## src/rtl/ex_if.sv

```systemverilog
// Signal bundle between the ID/EX register, the execute stage and EX/MEM.
// Master drives operands and control; slave is the execute stage.
interface ex_if;
   logic [7:0]  aluop_i;
   logic [31:0] reg1_i;
   logic [31:0] reg2_i;
   logic [4:0]  wd_i;
   logic        wreg_i;
   logic [31:0] hi_i;
   logic [31:0] lo_i;
   logic        flush;
   logic [4:0]  wd_o;
   logic        wreg_o;
   logic [31:0] wdata_o;
   logic        whilo_o;
   logic [31:0] hi_o;
   logic [31:0] lo_o;
   logic        stallreq;

   modport master (
      output aluop_i, reg1_i, reg2_i, wd_i, wreg_i, hi_i, lo_i, flush,
      input  wd_o, wreg_o, wdata_o, whilo_o, hi_o, lo_o, stallreq
   );

   modport slave (
      input  aluop_i, reg1_i, reg2_i, wd_i, wreg_i, hi_i, lo_i, flush,
      output wd_o, wreg_o, wdata_o, whilo_o, hi_o, lo_o, stallreq
   );
endinterface

```

## src/rtl/ex.sv

```systemverilog
// MIPS execute stage: combinational ALU plus a 32-iteration restoring divider
// that stalls the upstream pipeline while a DIV/DIVU is in flight.
module ex (
   input  logic clk,
   input  logic rst,
   ex_if.slave  bus
);
   localparam logic [7:0] OP_AND  = 8'h24;
   localparam logic [7:0] OP_OR   = 8'h25;
   localparam logic [7:0] OP_XOR  = 8'h26;
   localparam logic [7:0] OP_NOR  = 8'h27;
   localparam logic [7:0] OP_SLL  = 8'h7C;
   localparam logic [7:0] OP_SRL  = 8'h02;
   localparam logic [7:0] OP_SRA  = 8'h03;
   localparam logic [7:0] OP_ADDU = 8'h21;
   localparam logic [7:0] OP_SUBU = 8'h23;
   localparam logic [7:0] OP_SLT  = 8'h2A;
   localparam logic [7:0] OP_SLTU = 8'h2B;
   localparam logic [7:0] OP_MFHI = 8'h10;
   localparam logic [7:0] OP_MTHI = 8'h11;
   localparam logic [7:0] OP_MFLO = 8'h12;
   localparam logic [7:0] OP_MTLO = 8'h13;
   localparam logic [7:0] OP_DIV  = 8'h1A;
   localparam logic [7:0] OP_DIVU = 8'h1B;

   typedef enum logic [1:0] {IDLE, BUSY, DONE} state_e;

   state_e      state_q, state_d;
   logic [5:0]  cnt_q, cnt_d;
   logic [31:0] dvd_q, dvd_d;       // dividend shifts out, quotient shifts in
   logic [31:0] dvs_q, dvs_d;
   logic [31:0] rem_q, rem_d;
   logic [31:0] res_hi_q, res_hi_d;
   logic [31:0] res_lo_q, res_lo_d;
   logic        neg_quo_q, neg_quo_d;
   logic        neg_rem_q, neg_rem_d;

   logic        is_div, a_neg, b_neg, qbit;
   logic [31:0] a_abs, b_abs, rem_nx, quo_nx;
   logic [32:0] part;
   logic [33:0] diff;
   logic [4:0]  shamt;

   assign is_div = (bus.aluop_i == OP_DIV) || (bus.aluop_i == OP_DIVU);
   assign a_neg  = (bus.aluop_i == OP_DIV) && bus.reg1_i[31];
   assign b_neg  = (bus.aluop_i == OP_DIV) && bus.reg2_i[31];
   assign a_abs  = a_neg ? -bus.reg1_i : bus.reg1_i;
   assign b_abs  = b_neg ? -bus.reg2_i : bus.reg2_i;

   // One restoring step: try subtracting the divisor from the widened partial
   // remainder; a clear sign bit means the subtraction fits.
   assign part   = {rem_q, dvd_q[31]};
   assign diff   = {1'b0, part} - {2'b00, dvs_q};
   assign qbit   = ~diff[33];
   assign rem_nx = qbit ? diff[31:0] : part[31:0];
   assign quo_nx = {dvd_q[30:0], qbit};

   always_comb begin
      state_d   = state_q;
      cnt_d     = cnt_q;
      dvd_d     = dvd_q;
      dvs_d     = dvs_q;
      rem_d     = rem_q;
      res_hi_d  = res_hi_q;
      res_lo_d  = res_lo_q;
      neg_quo_d = neg_quo_q;
      neg_rem_d = neg_rem_q;
      case (state_q)
         IDLE: begin
            if (is_div) begin
               dvd_d     = a_abs;
               dvs_d     = b_abs;
               rem_d     = 32'd0;
               cnt_d     = 6'd0;
               neg_quo_d = a_neg ^ b_neg;
               neg_rem_d = a_neg;
               if (bus.reg2_i == 32'd0) begin
                  res_hi_d = 32'd0;
                  res_lo_d = 32'd0;
                  state_d  = DONE;
               end else begin
                  state_d  = BUSY;
               end
            end
         end
         BUSY: begin
            dvd_d = quo_nx;
            rem_d = rem_nx;
            cnt_d = cnt_q + 6'd1;
            if (cnt_q == 6'd31) begin
               res_lo_d = neg_quo_q ? -quo_nx : quo_nx;
               res_hi_d = neg_rem_q ? -rem_nx : rem_nx;
               state_d  = DONE;
            end
         end
         DONE:    state_d = IDLE;
         default: state_d = IDLE;
      endcase
      // flush wins over both progress and a new start
      if (bus.flush) state_d = IDLE;
   end

   always_ff @(posedge clk or posedge rst) begin
      if (rst) begin
         state_q   <= IDLE;
         cnt_q     <= 6'd0;
         dvd_q     <= 32'd0;
         dvs_q     <= 32'd0;
         rem_q     <= 32'd0;
         res_hi_q  <= 32'd0;
         res_lo_q  <= 32'd0;
         neg_quo_q <= 1'b0;
         neg_rem_q <= 1'b0;
      end else begin
         state_q   <= state_d;
         cnt_q     <= cnt_d;
         dvd_q     <= dvd_d;
         dvs_q     <= dvs_d;
         rem_q     <= rem_d;
         res_hi_q  <= res_hi_d;
         res_lo_q  <= res_lo_d;
         neg_quo_q <= neg_quo_d;
         neg_rem_q <= neg_rem_d;
      end
   end

   logic [4:0]  wd;
   logic        wreg, whilo, stall;
   logic [31:0] wdata, hi, lo;

   assign shamt = bus.reg1_i[4:0];

   always_comb begin
      wd    = bus.wd_i;
      wreg  = bus.wreg_i;
      wdata = 32'd0;
      whilo = 1'b0;
      hi    = 32'd0;
      lo    = 32'd0;
      stall = is_div && (state_q != DONE);
      case (bus.aluop_i)
         OP_AND:  wdata = bus.reg1_i & bus.reg2_i;
         OP_OR:   wdata = bus.reg1_i | bus.reg2_i;
         OP_XOR:  wdata = bus.reg1_i ^ bus.reg2_i;
         OP_NOR:  wdata = ~(bus.reg1_i | bus.reg2_i);
         OP_SLL:  wdata = bus.reg2_i << shamt;
         OP_SRL:  wdata = bus.reg2_i >> shamt;
         OP_SRA:  wdata = $signed(bus.reg2_i) >>> shamt;
         OP_ADDU: wdata = bus.reg1_i + bus.reg2_i;
         OP_SUBU: wdata = bus.reg1_i - bus.reg2_i;
         OP_SLT:  wdata = {31'd0, $signed(bus.reg1_i) < $signed(bus.reg2_i)};
         OP_SLTU: wdata = {31'd0, bus.reg1_i < bus.reg2_i};
         OP_MFHI: wdata = bus.hi_i;
         OP_MFLO: wdata = bus.lo_i;
         OP_MTHI: begin whilo = 1'b1; hi = bus.reg1_i; lo = bus.lo_i; end
         OP_MTLO: begin whilo = 1'b1; hi = bus.hi_i; lo = bus.reg1_i; end
         default: wdata = 32'd0;
      endcase
      if (state_q == DONE) begin
         whilo = 1'b1;
         hi    = res_hi_q;
         lo    = res_lo_q;
      end
      if (rst) begin
         wd    = 5'd0;
         wreg  = 1'b0;
         wdata = 32'd0;
         whilo = 1'b0;
         hi    = 32'd0;
         lo    = 32'd0;
         stall = 1'b0;
      end
   end

   assign bus.wd_o     = wd;
   assign bus.wreg_o   = wreg;
   assign bus.wdata_o  = wdata;
   assign bus.whilo_o  = whilo;
   assign bus.hi_o     = hi;
   assign bus.lo_o     = lo;
   assign bus.stallreq = stall;
endmodule
```

## src/flat_wrapper.sv

```systemverilog
// flat-port wrapper written by rule: the top's interface ports become plain ports
module ex_flat 
  (clk, rst, bus_aluop_i, bus_reg1_i, bus_reg2_i, bus_wd_i, bus_wreg_i, bus_hi_i, bus_lo_i, bus_flush, bus_wd_o, bus_wreg_o, bus_wdata_o, bus_whilo_o, bus_hi_o, bus_lo_o, bus_stallreq);
  ex_if bus_i ();
  input  logic clk;
  input  logic rst;
  input wire logic [$bits(bus_i.aluop_i)-1:0] bus_aluop_i;
  input wire logic [$bits(bus_i.reg1_i)-1:0] bus_reg1_i;
  input wire logic [$bits(bus_i.reg2_i)-1:0] bus_reg2_i;
  input wire logic [$bits(bus_i.wd_i)-1:0] bus_wd_i;
  input wire logic [$bits(bus_i.wreg_i)-1:0] bus_wreg_i;
  input wire logic [$bits(bus_i.hi_i)-1:0] bus_hi_i;
  input wire logic [$bits(bus_i.lo_i)-1:0] bus_lo_i;
  input wire logic [$bits(bus_i.flush)-1:0] bus_flush;
  output wire logic [$bits(bus_i.wd_o)-1:0] bus_wd_o;
  output wire logic [$bits(bus_i.wreg_o)-1:0] bus_wreg_o;
  output wire logic [$bits(bus_i.wdata_o)-1:0] bus_wdata_o;
  output wire logic [$bits(bus_i.whilo_o)-1:0] bus_whilo_o;
  output wire logic [$bits(bus_i.hi_o)-1:0] bus_hi_o;
  output wire logic [$bits(bus_i.lo_o)-1:0] bus_lo_o;
  output wire logic [$bits(bus_i.stallreq)-1:0] bus_stallreq;
  assign bus_i.aluop_i = bus_aluop_i;
  assign bus_i.reg1_i = bus_reg1_i;
  assign bus_i.reg2_i = bus_reg2_i;
  assign bus_i.wd_i = bus_wd_i;
  assign bus_i.wreg_i = bus_wreg_i;
  assign bus_i.hi_i = bus_hi_i;
  assign bus_i.lo_i = bus_lo_i;
  assign bus_i.flush = bus_flush;
  assign bus_wd_o = bus_i.wd_o;
  assign bus_wreg_o = bus_i.wreg_o;
  assign bus_wdata_o = bus_i.wdata_o;
  assign bus_whilo_o = bus_i.whilo_o;
  assign bus_hi_o = bus_i.hi_o;
  assign bus_lo_o = bus_i.lo_o;
  assign bus_stallreq = bus_i.stallreq;
  ex u_core (.clk(clk), .rst(rst), .bus(bus_i));
endmodule
```

## config.mk

```make
export PLATFORM = sky130hd
export DESIGN_NAME = ex_flat
export DESIGN_NICKNAME = d
export VERILOG_FILES = /design/src/rtl/ex_if.sv /design/src/rtl/ex.sv /design/src/flat_wrapper.sv
export SDC_FILE = /design/constraint.sdc
export NUM_CORES = 1
export LEC_CHECK = 0
export BUFFER_PORTS_ARGS = -buffer_cell sky130_fd_sc_hd__buf_2
export CAP_MARGIN = 0
export CORE_MARGIN = 1.5
export CORE_UTILIZATION = 28
export CTS_CLUSTER_SIZE = 30
export DETAILED_ROUTE_END_ITERATION = 10
export HOLD_SLACK_MARGIN = 0.03
export PLACE_DENSITY = 0.41
export SYNTH_ARGS = -nofsm -noshare
export SYNTH_HDL_FRONTEND = slang
export SYNTH_SLANG_ARGS = --single-unit
```

## constraint.sdc

```tcl
create_clock -name clk -period 11.4 [get_ports clk]
set_clock_uncertainty 0.05 [all_clocks]
set_input_delay 2.28 -clock clk [delete_from_list [all_inputs] [get_ports clk]]
set_output_delay 2.28 -clock clk [all_outputs]
set_load 0.05 [all_outputs]
```

## Word level (Yosys, flattened, before mapping)

Cells that the tools add are included.

| operators by class | value |
|---|---|
| $mul | 0 |
| bitwise logic cells | 6 |
| eq/ne operators | 26 |
| mux-type cells | 36 |
| div/mod/pow operators | 0 |
| reduce and logical (&&, ||, !) cells | 12 |
| add/subtract/negate cells | 8 |
| shift operators | 3 |
| magnitude comparators | 2 |

Operators by type and width:

| kind | count |
|---|---|
| two-way mux 32 bit | 16 |
| case mux 32 bit (13 select lines) | 1 |
| case mux 32 bit (2 select lines) | 6 |
| negator 32 bit | 4 |
| == test 8 x 6 -> 1 bit (second input constant) | 8 |
| < comparator 32 bit | 2 |
| == test 8 x 5 -> 1 bit (second input constant) | 6 |
| subtractor 33 x 32 -> 34 bit | 1 |
| adder 32 bit | 1 |
| bitwise AND 32 bit | 1 |
| logical NOT 32 bit | 1 |
| inverter 32 bit | 1 |
| bitwise OR 32 bit | 1 |
| left shift 32 x 5 -> 32 bit | 1 |
| right shift 32 x 5 -> 32 bit | 1 |
| >>> shifter 32 x 5 -> 32 bit | 1 |
| subtractor 32 bit | 1 |
| bitwise XOR 32 bit | 1 |
| == test 8 x 2 -> 1 bit (second input constant) | 2 |
| case mux 6 bit (2 select lines) | 1 |
| == test 8 x 7 -> 1 bit (second input constant) | 1 |
| two-way mux 2 bit | 4 |
| adder 6 x 1 -> 6 bit (second input constant) | 1 |
| == test 6 x 5 -> 1 bit (second input constant) | 1 |
| 18 further kinds | 29 |

| word-level totals | value |
|---|---|
| latch bits | 0 |
| output and inout port bits | 104 |
| ROM bits | 0 |
| memory bits (writable) | 0 |
| input bits | 145 |
| memories | 0 |
| register bits after elaboration | 170 |
| logic and storage cells | 102 |

## Logic depth before layout (Yosys ltp)

Gate-level depths: netlist of the first run.

| logic depth | value |
|---|---|
| depth after elaboration | 6 |
| mapped depth | 24 |
| depth with buffers taken out | 21 |

## Worst setup path before layout of the first run

Ideal clock, no wire load.

| timing | value |
|---|---|
| path kind | input to output |
| start | in rst |
| end | out bus_wdata_o[10] |
| required time | 9070 ps |
| arrival | 7954 ps |
| stages | 5 |
| path slack | 1116 ps |
| buffers on the path | 2 |
| cell sequence | clkbuf_1 -> inv_1 -> o21ai_1 -> clkbuf_1 -> a31oi_1 |

| between the ends | value |
|---|---|
| longest elaborated chain between the ends | 1 |

Ends and longest elaborated chain:

| element | RTL line | text |
|---|---|---|
| start: declaration | flat_wrapper.sv:6 | `input logic rst;` |
| two-way mux 32 bit | ex.sv:164 | `if (rst) begin` |
| end: declaration | flat_wrapper.sv:17 | `output wire logic [$bits(bus_i.wdata_o)-1:0] bus_wdata_o;` |

Every way passes these cells.

## Worst setup path after layout of the first run

| timing | value |
|---|---|
| start | in bus_reg1_i[1] |
| end | out bus_wdata_o[31] |

| between the ends | value |
|---|---|
| longest elaborated chain between the ends | 3 |
| elaborated cells on any way between the ends | 7 |
| classes of those cells | add/sub (2); shift (3); mux (2) |

Ends and longest elaborated chain:

| element | RTL line | text |
|---|---|---|
| start: declaration | flat_wrapper.sv:8 | `input wire logic [$bits(bus_i.reg1_i)-1:0] bus_reg1_i;` |
| subtractor 32 bit (tied with other cells) | ex.sv:150 | `OP_SUBU: wdata = bus.reg1_i - bus.reg2_i;` |
| case mux 32 bit (13 select lines) (*) | ex.sv:141 | `case (bus.aluop_i)` |
| two-way mux 32 bit (*) | ex.sv:164 |  |

Every way passes the cells marked *; elsewhere a longest branch is shown, timed or not.

==> run metrics, run 1 <==
Comb pwr share between 60% and 70%; Vias/cell 6.03; Yosys cell types 103; clock power share between 10% and 20%; layout cells sized above 1 13.0%; vias after detailed routing 24800; largest net degree at the start of global routing 66; fin. max-slew vios 0; Num CTS Buffers 17; Worst-Margin Slew ~1.3 ns; area leader, netlist dfrtp_1; I/O Buffers 248; total track usage 31.4%; count leader, synth o21ai_0; Power Internal between 1.5 and 2 mW; row count 101; HP Class reg -> reg; final core utilization a little under a third; Layout fillers 8452; status finished, final reports clean; top cell type's share of synthesized area about a fifth; switch share approximately 53%; CTS tree built; IR drop worst, VDD around 0.14 mV; setup-violating endpoint count in the final report 0; Sw Pwr 2.17 mW; Worst Path Required 9.07 ns; hold path depth 2; first-pass GRT wire length 179000 um; Longest Clk Path Bufs 2; min Tclk post-route 9.43 ns; Area Overhead vs Synth 11.8%; H-tree depth 4; critical path class in -> out; number of synthesized register bits 170; post-CTS setup buffer count 0; Die Width around 280 um; core area about 0.076 sq mm; CTS root buf clkbuf_16; Main synth FF type dfrtp_1; vias in the first global route between 20000 and 25000; fmax 106 MHz; final WL between 100000 and 150000 um; register area share after synthesis just under 20%; Placer Congestion between 0.9 and 1; worst skew pair latency between 0.4 and 0.5 ns; Pre-Repair DR Iteration Count 6; Starting Density ~28%; DP Wirelength about 100000 um; initial drt markers ~3200; Worst setup EP type output pin; post_cts resized 0; Clock Sinks 170; setup TNS 0 ns; hold-fix buffers at CTS 0; Reg power frac a little over a fifth; fin cells between 4000 and 5000; LEAKAGE between 10 and 15 nW; Mapped Area approximately 0.022 sq mm; Rel. slew slack 11.8%; worst-path fanout max 43; Max-cap violations 0; die outline height ~280 um; Power Density 170 mW/mm^2; Total Nets Final ~3400; # IOs between 200 and 250; initial antenna violation count 12; Synth Warn # 0; Async SR Flop Fraction 100%; GRT Residual Overflow 0; Post-synth EDFFs 0; Fin. Hold Viols 0; top post-synthesis cells by count o21ai_0 (337), nand2_1 (332), nor2_1 (310); antenna-violating nets left 0; detailed-route wire length per cell a little over 30 um; Syn Nets between 3000 and 4000; top cells by area, synth dfrtp_1 (20%), o21ai_0 (7.8%), ha_1 (7.7%); CTS clk-pin slew, worst paths ~0.08 ns; crit share post-route about 83%; Cells after DPL approximately 4000; RSZ-0062 raised after global routing false; DRC 0; Synth Instances roughly 3000; Min Hold Slack approximately 0.43 ns; r2r worst-path depth 20; startpoint types input pin; die area 0.0792 sq mm; Critical Path AT between 7 and 8 ns; Mean Syn Cell Area around 7.2 sq um
per-layer routing:
layer	vias up	part of all wire [%]	track usage (%)	wire length, um
met5	-	0.087	0	110
met3	210	7.6	4.89	9610
met2	1248	45	49.4	56200
met4	16	4.2	12.4	5250
met1	12300	44	42.8	54900
li1	11100	-	-	-
cells by family (layout without fill, tap and decap cells):
kind of cell	Yosys count	in the layout	share of synthesized area (%)
AO/OA/AOI/OAI	1013	1013	30.4
buffers and inverters	375	466	7.09
XOR/XNOR	191	191	7.74
flip-flops	170	170	19.6
AND/OR/NAND/NOR	980	980	20.5
multiplexers	134	134	6.67
adder cells (fa/ha/maj)	136	136	7.94
other	0	2	0
worst max-delay path: stages:
cell and delay [ns]:
buf_2 0.71, inv_2 0.07, ha_1 0.35, a21oi_1 0.08, o21bai_1 0.29, a2111oi_0 0.27
o31ai_1 0.42, a21oi_1 0.19, o311ai_0 0.80, nand3_1 0.29, o21ai_0 0.48, nand2b_1 0.10
a311oi_1 0.32, a21o_1 0.12, a21oi_1 0.06, buf_2 0.24
metrics by stage:
step / area [sq um] / setup WS, ns / total power [mW]
after floorplan: 21700 / 1.12 / 2.71
after global placement: 23700 / 1.98 / 3.45
after detailed placement: 23700 / 2.08 / 3.45
after CTS: 24300 / 2.08 / 4.10
after global routing: 24300 / 1.56 / 4.42
final: 24300 / 1.97 / 4.12
flip-flops by register name, summed over array words and instances (netlist names):
| signal | cells |
|---|---|
| u_core.res_lo_q | 32 |
| u_core.neg_quo_q | 1 |
| u_core.neg_rem_q | 1 |
| u_core.dvs_q | 32 |
| u_core.cnt_q | 6 |
| u_core.dvd_q | 32 |
| u_core.state_q | 2 |
| u_core.res_hi_q | 32 |
| u_core.rem_q | 32 |
final cells by class:
class / instances / area [sq um] / share of cell area [%]
multi-input combinational: 2454 / 16000 / 65.8
sequential: 170 / 4250 / 17.5
timing repair buffer: 294 / 1600 / 6.61
tap: 1030 / 1290 / 5.31
inverter: 140 / 531 / 2.19
clock buffer: 17 / 425 / 1.75
clock inverter: 15 / 181 / 0.747
antenna: 2 / 5.00 / 0.0206
power by group through the flow:
stage               clock network [mW]  registers (mW)  logic, mW
floorplan                            0           0.834       1.88
finish                           0.626           0.883       2.62
CTS                              0.642           0.880       2.57
global placement                     0           0.888       2.56
global route                     0.662           0.905       2.86
detailed placement                   0           0.891       2.55
worst paths after layout:
kind / slack (ns) / from / to
max in group asynchronous: 7.10 / rst / u_core.dvs_q[1]$_DFFE_PP0P_
hold reg to reg: 0.43 / u_core.dvs_q[25]$_DFFE_PP0P_ / u_core.dvs_q[25]$_DFFE_PP0P_
min in group asynchronous: 2.08 / rst / u_core.dvd_q[29]$_DFFE_PP0P_
hold / removal: 0.43 / u_core.dvs_q[25]$_DFFE_PP0P_ / u_core.dvs_q[25]$_DFFE_PP0P_
setup reg to reg: 5.52 / u_core.rem_q[6]$_DFFE_PP0P_ / u_core.res_hi_q[30]$_DFFE_PP0P_
setup / recovery: 1.97 / bus_reg1_i[1] / bus_wdata_o[31]
cell usage in the layout, fill, tap and decap left out, drive strengths merged, types with 11 or more instances in the layout:
cell	count
a211oi	43
a21o	35
a21oi	187
a221o	14
a221oi	101
a22oi	12
a31oi	42
and3	17
buf	294
clkbuf	17
dfrtp	170
ha	133
inv	146
mux2i	121
nand2	333
nand2b	20
nand3	36
nand4	24
nor2	310
nor2b	21
nor3	124
nor4	19
o211ai	16
o21a	11
o21ai	345
o21bai	15
o221ai	11
o22ai	39
o31ai	45
o41ai	17
or2	12
or3	14
or4	17
xnor2	130
xor2	61
Note: power is estimated with default switching activity, not from simulation.
==> inputs of run 2 (changes only) <==
--- a/config.mk
+++ b/config.mk
@@ -12,7 +12,7 @@
 export CTS_CLUSTER_SIZE = 30
 export DETAILED_ROUTE_END_ITERATION = 10
 export HOLD_SLACK_MARGIN = 0.03
-export PLACE_DENSITY = 0.41
+export PLACE_DENSITY = 0.43
 export SYNTH_ARGS = -nofsm -noshare
 export SYNTH_HDL_FRONTEND = slang
 export SYNTH_SLANG_ARGS = --single-unit
==> constraint.sdc (replaced) <==
create_clock -name clk -period 7.6 [get_ports clk]
set_clock_uncertainty 0.05 [all_clocks]
set_input_delay 1.52 -clock clk [delete_from_list [all_inputs] [get_ports clk]]
set_output_delay 1.52 -clock clk [all_outputs]
set_load 0.05 [all_outputs]
==> run 2 against run 1 <==
  * Die area unchanged
  * Sequential cell count did not move
  * Largest power group unchanged
  * Sequential share of layout area decreased by 0.28 points
  * Utilization is 0.51 points higher
  * Register-to-register slack lost 3.7 ns
  * Sequential power is 51% higher
  * Critical path depth grew 4
  * Power is 50% higher
==> run metrics, run 2 (synthesis gave the netlist of run 1 again) <==
worst-path fanout max 5 (was 43); die outline height 281 um (unchanged); layout cells sized above 1 14.3% (was 13.0%); DP Wirelength 104000 um (was 101000 um); reg2reg start u_core.rem_q[6]$_DFFE_PP0P_ (unchanged); largest net degree at the start of global routing 71 (was 66); Layout fillers 8402 (was 8452); setup ws final 0.159 ns (was 1.97 ns); min Tclk post-route 7.44 ns; initial antenna violation count 18 (was 12); hold path depth 2 (unchanged); critical path class in -> out (unchanged); Crit Reg-Reg Endpoint u_core.res_lo_q[28]$_DFFE_PP0P_ (was u_core.res_hi_q[30]$_DFFE_PP0P_); Worst-Margin Slew 1.30 ns (was 1.29 ns); startpoint types input pin (unchanged); die area 0.0792 sq mm (unchanged); Starting Density 28.4% (unchanged); row count 101 (unchanged); I/O Buffers 248 (unchanged); r2r worst-path depth 20 (unchanged); DP Area 0.0240 sq mm (was 0.0237 sq mm); IR drop worst, VDD 0.159 mV (was 0.137 mV); worst skew pair latency 0.49 ns (about the same); Pre-Repair DR Iteration Count 6 (unchanged); Worst Path Required 6.03 ns (was 9.07 ns); R2R setup slack 1.77 ns (was 5.52 ns); setup TNS 0 ns (unchanged); fmax 134 MHz; setup-violating endpoint count in the final report 0 (unchanged); crit share post-route a little over nine tenths; antenna-violating nets left 0 (unchanged); Hold Path End u_core.res_hi_q[13]$_DFFE_PP0P_ (was u_core.dvs_q[25]$_DFFE_PP0P_); post-CTS setup buffer count 0 (unchanged); initial drt markers 3004 (was 3195); Rel. slew slack 13.6% (was 11.8%); DRC 0 (unchanged); dpl ws 0.0664 ns (was 2.08 ns); CTS root buf clkbuf_16 (unchanged); Clock Sinks 170 (unchanged); status finished, final reports clean (unchanged); CTS tree built (unchanged); CTS clk-pin slew, worst paths 0.08 ns (about the same); Die Width 281 um (unchanged); Placer Congestion 1.03 (was 0.994); Area Overhead vs Synth 13.6% (was 11.8%); core area 0.0763 sq mm (unchanged); LEAKAGE 10.7 nW (was 10.5 nW); GRT Residual Overflow 0 (unchanged); Final Cell Area 0.0247 sq mm (was 0.0243 sq mm); Fin. Hold Viols 0 (unchanged); Total Nets Final 3402 (was 3358); Longest Clk Path Bufs 2 (unchanged); post_cts resized 0 (unchanged); Critical Path AT 5.87 ns (was 7.10 ns); HP Class reg -> reg (unchanged); Max-cap violations 0 (unchanged); Worst setup EP type output pin (unchanged); # IOs 249 (unchanged); detailed-route wire length per cell 30.9 um (was 30.6 um); RSZ-0062 raised after global routing false (unchanged); H-tree depth 4 (unchanged); hold-fix buffers at CTS 0 (unchanged); Power Density 250 mW/mm^2 (was 170 mW/mm^2); first-pass GRT wire length 181000 um (was 179000 um); fin. max-slew vios 0 (unchanged); Vias/cell 6.03 (about the same); commonest non-fill, non-tap cells in the layout o21ai_0 (335), nand2_1 (329), nor2_1 (305) (unchanged); most common cell after layout, fill and taps aside o21ai_0 (unchanged); final WL 129000 um (was 126000 um); total track usage 31.9% (was 31.4%); Hold Crit Start u_core.res_hi_q[13]$_DFFE_PP0P_ (was u_core.dvs_q[25]$_DFFE_PP0P_); vias in the first global route 24100 (was 24000); CP Launch Point bus_reg1_i[0] (was bus_reg1_i[1]); Num CTS Buffers 17 (unchanged); vias after detailed routing 25200 (was 24800)
run 2: report_power, final:
part / switching [mW] / leakage (nW) / internal [mW]
clock network: 0.480 / 0.290 / 0.449
logic: 2.53 / 8.32 / 1.38
registers: 0.243 / 2.07 / 1.09
run 2: worst max path at each step:
stage | to | slack, ns
final | bus_wdata_o[0] | 0.16
after global routing | bus_wdata_o[0] | 0.008
after CTS | bus_wdata_o[0] | 0.04
after detailed placement | bus_wdata_o[0] | 0.07
after global placement | bus_wdata_o[0] | 0.02
after floorplan | bus_wdata_o[12] | 0.04
run 2: final cells by class:
class / count / area [sq um] / share of cell area (%)
diodes: 6 / 15.0 / 0.0609
clock buffers: 18 / 439 / 1.78
clock inverters: 14 / 155 / 0.629
inverters: 140 / 529 / 2.15
multi-input cells: 2454 / 16000 / 64.9
flip-flops and latches: 170 / 4250 / 17.2
well taps: 1030 / 1290 / 5.23
repair buffers: 338 / 1980 / 8.02
run 2: routing by layer:
layer	share of wire [%]	wire length (um)	GRT usage (%)
met1	44	56100	43.2
met4	4.0	5210	12.1
met3	7.1	9180	4.67
met5	0.091	117	0
met2	45	58200	51.0
run 2: stage by stage:
step	cells	power [mW]	hold WS, ns	util [%]
final	4170	6.18	0.432	32.3
after global routing	4165	6.58	0.460	32.3
after CTS	4164	6.13	0.434	32.3
after detailed placement	4132	5.16	0.418	31.5
after global placement	4132	5.14	0.414	31.5
after floorplan	2999	4.06	0.395	-
run 2: worst max-delay path, stage by stage:
cell and delay, ns:
buf_4 0.12, inv_1 0.13, ha_1 0.32, inv_1 0.10, fa_1 0.44, nand2b_1 0.11, a21oi_1 0.12, o21ai_1 0.29
buf_4 0.19, a211oi_1 0.08, o21ai_0 0.19, buf_4 0.16, a31oi_1 0.14, a21oi_1 0.27, a21oi_1 0.18, a221oi_2 0.30
o21ai_0 0.20, a2111o_1 0.46, a21oi_2 0.26, clkbuf_4 0.29
